<file path="src/rtl/pipe_pkg.sv">
// Shared constants for the pipeline stage registers: instruction/PC widths,
// the NOP bubble and the occupancy encoding reported on count.
package pipe_pkg;

   localparam int PC_W    = 32;
   localparam int INSTR_W = 32;

   localparam logic [INSTR_W-1:0] NOP_INSTR = 32'h0000_0000;

   typedef enum logic [1:0] {
      CNT_EMPTY = 2'd0,
      CNT_ONE   = 2'd1,
      CNT_TWO   = 2'd2
   } cnt_e;

endpackage

</file>
<file path="src/rtl/pipe_stage_reg.sv">
// Inter-stage pipeline register with valid/ready handshake and flush.
// SKID=1 adds a second entry so that in_ready comes straight from a flop.
module pipe_stage_reg
   import pipe_pkg::*;
#(
   parameter int               WIDTH       = 64,
   parameter logic [WIDTH-1:0] FLUSH_VALUE = '0,
   parameter bit               SKID        = 1'b1
) (
   input  logic             clk,
   input  logic             rst,
   input  logic             in_valid,
   output logic             in_ready,
   input  logic [WIDTH-1:0] in_data,
   output logic             out_valid,
   input  logic             out_ready,
   output logic [WIDTH-1:0] out_data,
   input  logic             flush,
   output logic [1:0]       count
);

   logic in_xfer;
   logic out_xfer;

   assign in_xfer  = in_valid && in_ready;
   assign out_xfer = out_valid && out_ready;

   generate
      if (SKID) begin : g_skid
         cnt_e             state_q, state_d;
         logic [WIDTH-1:0] main_p1;
         logic [WIDTH-1:0] skid_p1;
         logic             rdy_q;
         logic             load_main;
         logic             load_skid;
         logic             main_from_skid;

         always_comb begin
            state_d        = state_q;
            load_main      = 1'b0;
            load_skid      = 1'b0;
            main_from_skid = 1'b0;
            if (flush) begin
               state_d = CNT_EMPTY;
            end else begin
               case (state_q)
                  CNT_EMPTY: begin
                     if (in_xfer) begin
                        state_d   = CNT_ONE;
                        load_main = 1'b1;
                     end
                  end
                  CNT_ONE: begin
                     if (in_xfer && !out_xfer) begin
                        state_d   = CNT_TWO;
                        load_skid = 1'b1;
                     end else if (!in_xfer && out_xfer) begin
                        state_d = CNT_EMPTY;
                     end else if (in_xfer && out_xfer) begin
                        load_main = 1'b1;
                     end
                  end
                  CNT_TWO: begin
                     // in_ready is low here, so only the drain can happen
                     if (out_xfer) begin
                        state_d        = CNT_ONE;
                        main_from_skid = 1'b1;
                     end
                  end
                  default: state_d = CNT_EMPTY;
               endcase
            end
         end

         // ---- stage boundary: main/skid registers ----
         always_ff @(posedge clk) begin
            if (rst) begin
               state_q <= CNT_EMPTY;
               rdy_q   <= 1'b0;
               main_p1 <= FLUSH_VALUE;
               skid_p1 <= FLUSH_VALUE;
            end else begin
               state_q <= state_d;
               rdy_q   <= (state_d != CNT_TWO);
               if (flush) begin
                  main_p1 <= FLUSH_VALUE;
                  skid_p1 <= FLUSH_VALUE;
               end else begin
                  if (load_main) begin
                     main_p1 <= in_data;
                  end else if (main_from_skid) begin
                     main_p1 <= skid_p1;
                  end
                  if (load_skid) begin
                     skid_p1 <= in_data;
                  end
               end
            end
         end

         assign in_ready  = rdy_q;
         assign out_valid = (state_q != CNT_EMPTY);
         assign out_data  = main_p1;
         assign count     = state_q;
      end else begin : g_plain
         logic             vld_p1;
         logic [WIDTH-1:0] main_p1;

         // ---- stage boundary: single main register ----
         always_ff @(posedge clk) begin
            if (rst) begin
               vld_p1  <= 1'b0;
               main_p1 <= FLUSH_VALUE;
            end else if (flush) begin
               vld_p1  <= 1'b0;
               main_p1 <= FLUSH_VALUE;
            end else if (in_xfer) begin
               vld_p1  <= 1'b1;
               main_p1 <= in_data;
            end else if (out_xfer) begin
               vld_p1 <= 1'b0;
            end
         end

         assign in_ready  = !vld_p1 || out_ready;
         assign out_valid = vld_p1;
         assign out_data  = main_p1;
         assign count     = {1'b0, vld_p1};
      end
   endgenerate

endmodule

</file>
<file path="config.mk">
export PLATFORM = sky130hd
export DESIGN_NAME = pipe_stage_reg
export DESIGN_NICKNAME = d
export VERILOG_FILES = /design/src/rtl/pipe_pkg.sv /design/src/rtl/pipe_stage_reg.sv
export SDC_FILE = /design/constraint.sdc
export NUM_CORES = 1
export LEC_CHECK = 0
export BUFFER_PORTS_ARGS = -buffer_cell sky130_fd_sc_hd__clkbuf_2
export CORE_UTILIZATION = 30
export CTS_BUF_LIST = sky130_fd_sc_hd__clkbuf_16
export CTS_CLUSTER_SIZE = 10
export DETAILED_ROUTE_END_ITERATION = 10
export SLEW_MARGIN = 20
export SYNTH_ARGS = -nofsm -noshare
export SYNTH_HDL_FRONTEND = slang
export SYNTH_SLANG_ARGS = --single-unit
</file>
<file path="constraint.sdc">
create_clock -name clk -period 4.2 [get_ports clk]
set_input_delay 0.63 -clock clk [delete_from_list [all_inputs] [get_ports clk]]
set_output_delay 0.63 -clock clk [all_outputs]
set_load 0.05 [all_outputs]
</file>
==> results of run 1 <==
==> synthesized netlist by cell type (all sizes together) <==
master | count | area (sq um)
a21oi | 65 | 325
a31oi | 64 | 400
and3b | 2 | 17.5
and4bb | 1 | 12.5
buf | 29 | 229
clkbuf | 26 | 97.6
dfxtp | 131 | 2620
mux2i | 2 | 20.0
nand2 | 257 | 965
nand3b | 1 | 7.51
nand4bb | 1 | 11.3
nor2 | 3 | 11.3
nor2b | 1 | 6.26
nor3 | 1 | 5.00
nor4 | 1 | 6.26
o21ai | 64 | 320
o22a | 1 | 8.76
or2 | 2 | 12.5
or4 | 1 | 11.3
==> layer usage <==
metal / global-route usage, % / up-vias / wire [microns]
li1: - / 2424 / -
met1: 19.7 / 2210 / 6380
met2: 26.9 / 122 / 6420
met3: 5.04 / 9 / 716
met4: 5.36 / 0 / 144
met5: 0 / - / 0
==> placed cells by master, fill, tap and decap left out, types with 2 or more instances in the layout <==
| master | n |
|---|---|
| nand2_1 | 257 |
| clkbuf_2 | 136 |
| dfxtp_1 | 131 |
| a21oi_1 | 65 |
| o21ai_1 | 64 |
| a31oi_1 | 64 |
| clkbuf_16 | 17 |
| buf_4 | 6 |
| clkinv_1 | 5 |
| bufinv_16 | 5 |
| or2_2 | 2 |
| mux2i_1 | 2 |
| nor2_1 | 2 |
| inv_1 | 2 |
| clkinvlp_4 | 2 |
==> stage by stage <==
| step | hold slack [ns] | power (mW) | util (%) | cells | setup slack [ns] |
|---|---|---|---|---|---|
| floorplan | 0.437 | 1.42 | - | 653 | 2.42 |
| global placement | 0.443 | 1.49 | 34.9 | 960 | 1.58 |
| detailed placement | 0.447 | 1.49 | 34.9 | 960 | 1.50 |
| CTS | 0.422 | 3.07 | 38.7 | 992 | 1.77 |
| global route | 0.439 | 3.14 | 38.8 | 993 | 1.56 |
| finish | 0.445 | 3.04 | 38.8 | 993 | 1.73 |
==> cell families after synthesis <==
| group | Yosys count | synth area share (%) |
|---|---|---|
| AND/OR/NAND/NOR | 271 | 20.9 |
| multiplexers | 2 | 0.393 |
| flip-flops | 131 | 51.5 |
| AO/OA/AOI/OAI | 194 | 20.7 |
| buffers and inverters | 55 | 6.42 |
==> worst min-delay path: stages <==
cell and delay (ns):
clkbuf_2 0.09, nand2_1 0.05, a21oi_1 0.05
==> final cells by class <==
| type | count | area (sq um) |
|---|---|---|
| repair buffers | 143 | 746 |
| multi-input cells | 467 | 2170 |
| flip-flops and latches | 131 | 2620 |
| clock buffers | 17 | 425 |
| well taps | 220 | 275 |
| fillers | 1777 | 10200 |
| clock inverters | 15 | 196 |
==> state kept, by name, indices dropped and copies added (netlist names) <==
name	cells
in_ready	1
g_skid.skid_p1	64
out_data	64
count	2
==> where the power goes <==
part | internal [mW] | total (mW) | leakage (nW) | switching (mW)
logic | 0.0577 | 0.194 | 0.927 | 0.136
clock network | 1.04 | 1.57 | 0.303 | 0.538
registers | 1.26 | 1.27 | 1.06 | 0.00918
total | 2.35 | 3.04 | 2.29 | 0.684
==> worst max path at each step <==
stage | start | to | slack, ns | depth (start not counted)
2_1_floorplan | count[0]$_SDFF_PP0_ | out_data[0]$_SDFFE_PP0P_ | 2.42 | 6
3_3_place_gp | out_ready | out_data[3]$_SDFFE_PP0P_ | 1.58 | 6
3_5_place_dp | out_ready | out_data[52]$_SDFFE_PP0P_ | 1.50 | 6
4_1_cts | count[0]$_SDFF_PP0_ | out_data[62]$_SDFFE_PP0P_ | 1.77 | 5
5_1_grt | count[0]$_SDFF_PP0_ | out_data[52]$_SDFFE_PP0P_ | 1.56 | 5
6_report | count[0]$_SDFF_PP0_ | out_data[62]$_SDFFE_PP0P_ | 1.73 | 5
==> results.json, run 1 <==
{
  "hold-path-cell-count": 3,
  "syn_area_per_cell_sq_um": 7.79,
  "wl_microns": 13700,
  "dp_hpwl_microns": 8130,
  "mappedNetlistArea_sq_mm": 0.00509,
  "boundaryPins": 137,
  "initial_core_util_pct": 30.7,
  "grt_pass1_wl_microns": 22200,
  "die_y_microns": 132,
  "num_vias": 4765,
  "wl_per_cell_microns": 13.8,
  "cts_sinks": 131,
  "rows": 47,
  "slowest_stage": "or4_4",
  "setup_viol": 0,
  "ant_nets": 0,
  "ir_drop_mv": 0.271,
  "final_nets": 829,
  "grt_max_degree": 94,
  "p_leak_nw": 2.29,
  "powerDensity_mw_per_mm2": 472,
  "slowest_delay_ns": 0.77,
  "dr.pass1.iters": 5,
  "hp-start": "in_data[3]",
  "vias_per_cell": 4.80,
  "rr_endpoint": "out_data[62]$_SDFFE_PP0P_",
  "htreeDepth": 4,
  "reg2regPathDepth": 5,
  "postLayoutCellArea_sq_mm": 0.00643,
  "holdCritPathClass": "input pin to flop",
  "tritoncts": "built",
  "timing.critical_path.from_type": "flop",
  "cts_buffer_depth": 2,
  "gr-total-overflow": 0,
  "grt_usage_pct": 16.1,
  "status": "finished clean",
  "path_cells": "nor2b_1, or4_4, buf_4, o21ai_1, a31oi_1",
  "num_antenna_cells": 0,
  "place_congestion": 0.735,
  "io_buffers": 136,
  "cap_viol_max_count": 0,
  "cts_repair_resize_count": 0,
  "cp_top_family": "simple AND/OR/NAND/NOR gates",
  "cts-root-buf": "clkbuf_16",
  "clk_latency_ns": 0.41,
  "crit-reg2reg-launch": "count[0]$_SDFF_PP0_",
  "cts_setup_buffers": 0,
  "grt_pass1_vias": 4229,
  "slew_violations": 0,
  "max_freq_ghz": 0.405,
  "yosysWarnings": 0,
  "cp_max_fo": 93,
  "crit_arrival_ns": 2.81,
  "relSlewSlack_pct": 31.6,
  "dieArea_sq_mm": 0.0175,
  "clock_skew_ns": 0.00584,
  "setup_tns_ns": 0,
  "drt-initial-drc-count": 232,
  "drc": 0,
  "syn_inst": 653,
  "place_area_sq_mm": 0.00579,
  "crit_buf_inv": 1,
  "syn_nets": 722,
  "syn_to_final_growth_pct": 26.4,
  "ys_seq_elements": 131,
  "cts-hold-fix-buffers": 0,
  "worstMarginPinSlew_ns": 1.02,
  "rsz0062_at_grt": "no",
  "period_share_pct": 58.8,
  "antenna_found_initial": 0,
  "cts.reportedPaths.clkPinSlew_ns": 0.06,
  "cp.required_ns": 4.54,
  "path_class": "flop to flop",
  "cp-end-kind": "flop",
  "ys_seq_area_share_pct": 51.5,
  "finalHoldViolations": 0,
  "holdPathEnd": "g_skid.skid_p1[3]$_SDFFE_PP0P_",
  "drive_gt1_share_pct": 22.6,
  "min_period_ns": 2.47,
  "dieWidth_microns": 132,
  "synth_cell_types": 22,
  "cts_made_buffers": 17,
  "core-area_sq_mm": 0.0166,
  "r2r_slack_ns": 1.73
}
Power figures use the tool's default switching activity.
==> run 2, diff against run 1 <==
Settings changed: ABC_AREA set to 1.
Clock period 4.2 ns to 2.2 ns, I/O delays scaled along.
==> results.json, run 2 <==
{
  "clk_latency_ns": 0.41,
  "grt_usage_pct": 14.8,
  "vias_per_cell": 4.56,
  "switchingPower_mw": 1.37,
  "grt_pass1_vias": 4562,
  "synth_xor_area_share_pct": 0,
  "num_antenna_cells": 0,
  "postLayoutCellArea_sq_mm": 0.00709,
  "synthAdderAreaFrac_pct": 0,
  "num_vias": 5233,
  "relSlewSlack_pct": 72.5,
  "tritoncts": "built",
  "cts_repair_resize_count": 0,
  "synthSimpleGateAreaFrac_pct": 17.6,
  "mostFrequentLayoutCells": "clkbuf_2 (136), inv_1 (135), nand2_1 (133)",
  "synth_compound_area_share_pct": 22.0,
  "synth_edf_count": 0,
  "post-place-ws_ns": 0.510,
  "clock_skew_ns": 0.00833,
  "layout_setup_ws_ns": 0.523,
  "cts.reportedPaths.clkPinSlew_ns": 0.06,
  "status": "finished clean",
  "setup_tns_ns": 0,
  "cts_setup_buffers": 0,
  "layout.cells.non_filler": 1148,
  "syn_inst": 794,
  "gr-total-overflow": 0,
  "cp_max_fo": 6,
  "pwr-share-clk_pct": 48.3,
  "cts_sinks": 131,
  "place_congestion": 0.737,
  "wl_per_cell_microns": 12.5,
  "dieWidth_microns": 140,
  "boundaryPins": 137,
  "synth.most_common_cell": "nand2_1",
  "min_period_ns": 1.68,
  "powerDensity_mw_per_mm2": 781,
  "worstMarginPinSlew_ns": 0.413,
  "io_buffers": 136,
  "synthMuxAreaShare_pct": 0,
  "finalHoldViolations": 0,
  "post-route-util_pct": 38.1,
  "synth_cell_types": 21,
  "synth_common_cells": "nand2_1 (133), dfxtp_1 (131), inv_1 (131)",
  "rows": 50,
  "slew_violations": 0,
  "synth_ff_type": "dfxtp_1",
  "timing.critical_path.from_type": "flop",
  "hold-path-cell-count": 2,
  "cts_buffer_depth": 2,
  "syn_to_final_growth_pct": 24.4,
  "max_freq_ghz": 0.596,
  "numPlacedInstances": 1116,
  "nFillCells": 1972,
  "crit_arrival_ns": 1.35,
  "setup_viol": 0,
  "period_share_pct": 76.2,
  "core-area_sq_mm": 0.0186,
  "synth_top_family_by_area": "compound AO/OA/AOI/OAI gates",
  "r2r_slack_ns": 0.61,
  "initial_core_util_pct": 30.6,
  "p_seq_share_pct": 43.7,
  "yosysWarnings": 0,
  "holdCritPathClass": "input pin to flop",
  "cts-hold-fix-buffers": 0,
  "syn_area_per_cell_sq_um": 7.18,
  "final_nets": 970,
  "wl_microns": 14400,
  "switching_share_pct": 24.7,
  "path_class": "flop to primary output",
  "holdWs_ns": 0.141,
  "intPower_mw": 4.17,
  "p_comb_share_pct": 8.1,
  "place_area_sq_mm": 0.00654,
  "final_common_cell": "clkbuf_2",
  "ys_seq_elements": 131,
  "dieArea_sq_mm": 0.0196,
  "drc": 0,
  "cap_viol_max_count": 0,
  "grt_max_degree": 65,
  "synth.area.top_cells": "dfxtp_1 (46%), a21oi_1 (11%), o21ai_0 (10%), nand2_1 (8.8%), inv_1 (8.6%)",
  "p_total_mw": 5.54,
  "ant_nets": 0,
  "mappedNetlistArea_sq_mm": 0.00570,
  "synth-async-reset-ratio_pct": 0,
  "dp_hpwl_microns": 8610,
  "rsz0062_at_grt": "no",
  "ys_seq_area_share_pct": 46.0,
  "ir_drop_mv": 0.508,
  "drt-initial-drc-count": 209,
  "syn_nets": 863,
  "antenna_found_initial": 0,
  "cp.required_ns": 1.87,
  "cp-end-kind": "primary output",
  "die_y_microns": 140,
  "cts-root-buf": "clkbuf_16",
  "drive_gt1_share_pct": 21.2,
  "p_leak_nw": 2.91,
  "cts_made_buffers": 17,
  "yosysTopAreaCellShare_pct": 46.0,
  "grt_pass1_wl_microns": 23200,
  "htreeDepth": 4,
  "dr.pass1.iters": 4,
  "synth.largest_area_cell": "dfxtp_1",
  "reg2regPathDepth": 6
}
-- run 2: worst paths after layout --
check,startpoint,endpoint
worst max register to register,in_ready$_SDFF_PP0_,g_skid.skid_p1[11]$_SDFFE_PP0P_
worst min register to register,g_skid.skid_p1[26]$_SDFFE_PP0P_,g_skid.skid_p1[26]$_SDFFE_PP0P_
worst max-delay path,count[1]$_SDFF_PP0_,out_valid
worst min-delay path,rst,count[1]$_SDFF_PP0_
-- run 2: cell families after synthesis --
family | Yosys count
AO/OA/AOI/OAI | 251
buffers and inverters | 195
flip-flops | 131
AND/OR/NAND/NOR | 217
-- run 2: layer usage --
layer	vias to the layer above	global-route usage (%)	wire length, microns
li1	2749	-	-
met4	0	5.26	137
met5	-	0	0
met2	113	22.3	6460
met3	10	4.54	758
met1	2361	19.9	7000
-- run 2: area by class of cell --
| type | instances | area, sq um | area share [%] |
|---|---|---|---|
| Clock buffer | 17 | 425 | 6.00 |
| Clock inverter | 15 | 126 | 1.78 |
| Inverter | 135 | 507 | 7.14 |
| Multi-Input combinational cell | 468 | 2270 | 32.1 |
| Sequential cell | 131 | 2620 | 37.0 |
| Tap cell | 234 | 293 | 4.13 |
| Timing Repair Buffer | 148 | 846 | 11.9 |
-- run 2: worst max-delay path, stage by stage (launching register included) --
cell and delay [ns]:
dfxtp_1 0.50, inv_1 0.10, nand2_1 0.07, clkbuf_2 0.27
-- run 2: power groups by stage --
stage	clock, mW	sequential, mW	combinational [mW]
2_1_floorplan	0	2.56	0.199
3_3_place_gp	0	2.47	0.448
3_5_place_dp	0	2.47	0.448
4_1_cts	2.75	2.42	0.450
5_1_grt	2.86	2.42	0.494
6_report	2.68	2.42	0.446
==> run 3, diff against run 2 <==
Settings changed: ABC_AREA 1 to 0.
Clock period 2.2 ns to 1.39 ns, I/O delays scaled along.
==> results.json, run 3 (synthesis gave the netlist of run 1 again) <==
{
  "p_leak_nw": 3.15,
  "initial_core_util_pct": 30.7,
  "r2r_slack_ns": -0.19,
  "p_total_mw": 8.75,
  "violations": "negative setup slack",
  "antenna_found_initial": 0,
  "clk_latency_ns": 0.41,
  "dieArea_sq_mm": 0.0175,
  "startpoint": "count[0]$_SDFF_PP0_",
  "vias_per_cell": 4.90,
  "cts_sinks": 131,
  "worstMarginPinSlew_ns": 0.418,
  "grt_pass1_wl_microns": 23300,
  "mostFrequentLayoutCells": "nand2_1 (144), clkbuf_2 (133), dfxtp_1 (128)",
  "rr_endpoint": "out_data[22]$_SDFFE_PP0P_",
  "drc": 0,
  "setup_viol": 129,
  "rows": 47,
  "num_vias": 5085,
  "ant_nets": 0,
  "numPlacedInstances": 981,
  "period_share_pct": 114,
  "layout_setup_ws_ns": -0.195,
  "dp_hpwl_microns": 8750,
  "holdCritPathClass": "input pin to flop",
  "core-area_sq_mm": 0.0166,
  "boundaryPins": 137,
  "finalHoldViolations": 0,
  "cp.required_ns": 1.67,
  "post-route-util_pct": 50.0,
  "clock_skew_ns": 0.00902,
  "syn_to_final_growth_pct": 62.8,
  "place_area_sq_mm": 0.00610,
  "drt-initial-drc-count": 191,
  "crit-reg2reg-launch": "count[0]$_SDFF_PP0_",
  "grt_max_degree": 61,
  "htreeDepth": 4,
  "postLayoutCellArea_sq_mm": 0.00829,
  "final_nets": 875,
  "dr.pass1.iters": 5,
  "final_common_cell": "nand2_1",
  "wl_per_cell_microns": 16.3,
  "timing.critical_path.from_type": "flop",
  "layout.cells.non_filler": 1038,
  "drive_gt1_share_pct": 52.4,
  "cts.reportedPaths.clkPinSlew_ns": 0.06,
  "rsz0062_at_grt": "yes",
  "wl_microns": 16900,
  "relSlewSlack_pct": 72.1,
  "ir_drop_mv": 0.825,
  "max_freq_ghz": 0.631,
  "cts-hold-fix-buffers": 0,
  "reg2regPathDepth": 5,
  "powerDensity_mw_per_mm2": 1060,
  "grt_pass1_vias": 4614,
  "gr-total-overflow": 0,
  "tritoncts": "built",
  "cts_made_buffers": 17,
  "cts_buffer_depth": 2,
  "dieWidth_microns": 132,
  "io_buffers": 136,
  "cap_viol_max_count": 0,
  "hp-start": "rst",
  "setup_tns_ns": -15.70,
  "path_class": "flop to flop",
  "cp_max_fo": 40,
  "post-place-ws_ns": -0.164,
  "endpoint": "out_data[22]$_SDFFE_PP0P_",
  "cp-end-kind": "flop",
  "cts-root-buf": "clkbuf_16",
  "crit_arrival_ns": 1.87,
  "slew_violations": 0,
  "holdWs_ns": 0.0368,
  "min_period_ns": 1.58,
  "grt_usage_pct": 16.9,
  "status": "complete, but fails checks",
  "num_antenna_cells": 0,
  "place_congestion": 0.730,
  "die_y_microns": 132
}
## run 3: cell types whose count changed in the layout (fill, tap and decap cells not counted), moves of 61 or more
cell / change
a21oi_2: +61
nand3_1: -61
a31oi_1: +64
o21ai_0: -116
inv_1: -133
a21oi_1: -121
nand2_4: +78
## run 3: power breakdown
group          total [mW]  switching [mW]  internal [mW]
Clock                4.14            1.63           2.51
Combinational       0.783           0.522          0.262
Sequential           3.83          0.0260           3.80
Total                8.75            2.17           6.57
## run 3: final cells by class
class | count | area (sq um)
multi-input cells | 467 | 3190
fillers | 1573 | 8300
flip-flops and latches | 131 | 2630
clock inverters | 13 | 92.6
clock buffers | 18 | 450
well taps | 220 | 275
repair buffers | 189 | 1650
## run 3: worst min-delay path by stage
stage | endpoint | depth (start not counted)
floorplan | in_ready$_SDFF_PP0_ | 1
global placement | g_skid.skid_p1[56]$_SDFFE_PP0P_ | 2
detailed placement | g_skid.skid_p1[6]$_SDFFE_PP0P_ | 2
CTS | g_skid.skid_p1[53]$_SDFFE_PP0P_ | 3
global route | g_skid.skid_p1[50]$_SDFFE_PP0P_ | 3
finish | in_ready$_SDFF_PP0_ | 2
## run 3: routing by layer
layer	GRT usage [%]	wire, microns	vias up
li1	-	-	2534
met5	0	0	-
met4	7.09	346	0
met3	3.69	615	21
met2	28.0	8140	105
met1	21.3	7810	2425
## run 3: what timing repair did
item / in CTS / in global routing
setup endpoints to repair: 69 / 132
buffers inserted: 6 / 4
resized for setup: 29 / 293
pin swaps: 4 / 140
gates cloned: 5 / 12
## run 3: worst max-delay path, cell delays in order (launching register included)
cell	delay, ns
dfxtp_4	0.34
nor2b_4	0.12
or4_4	0.57
buf_12	0.22
o21ai_1	0.15
a31oi_1	0.05
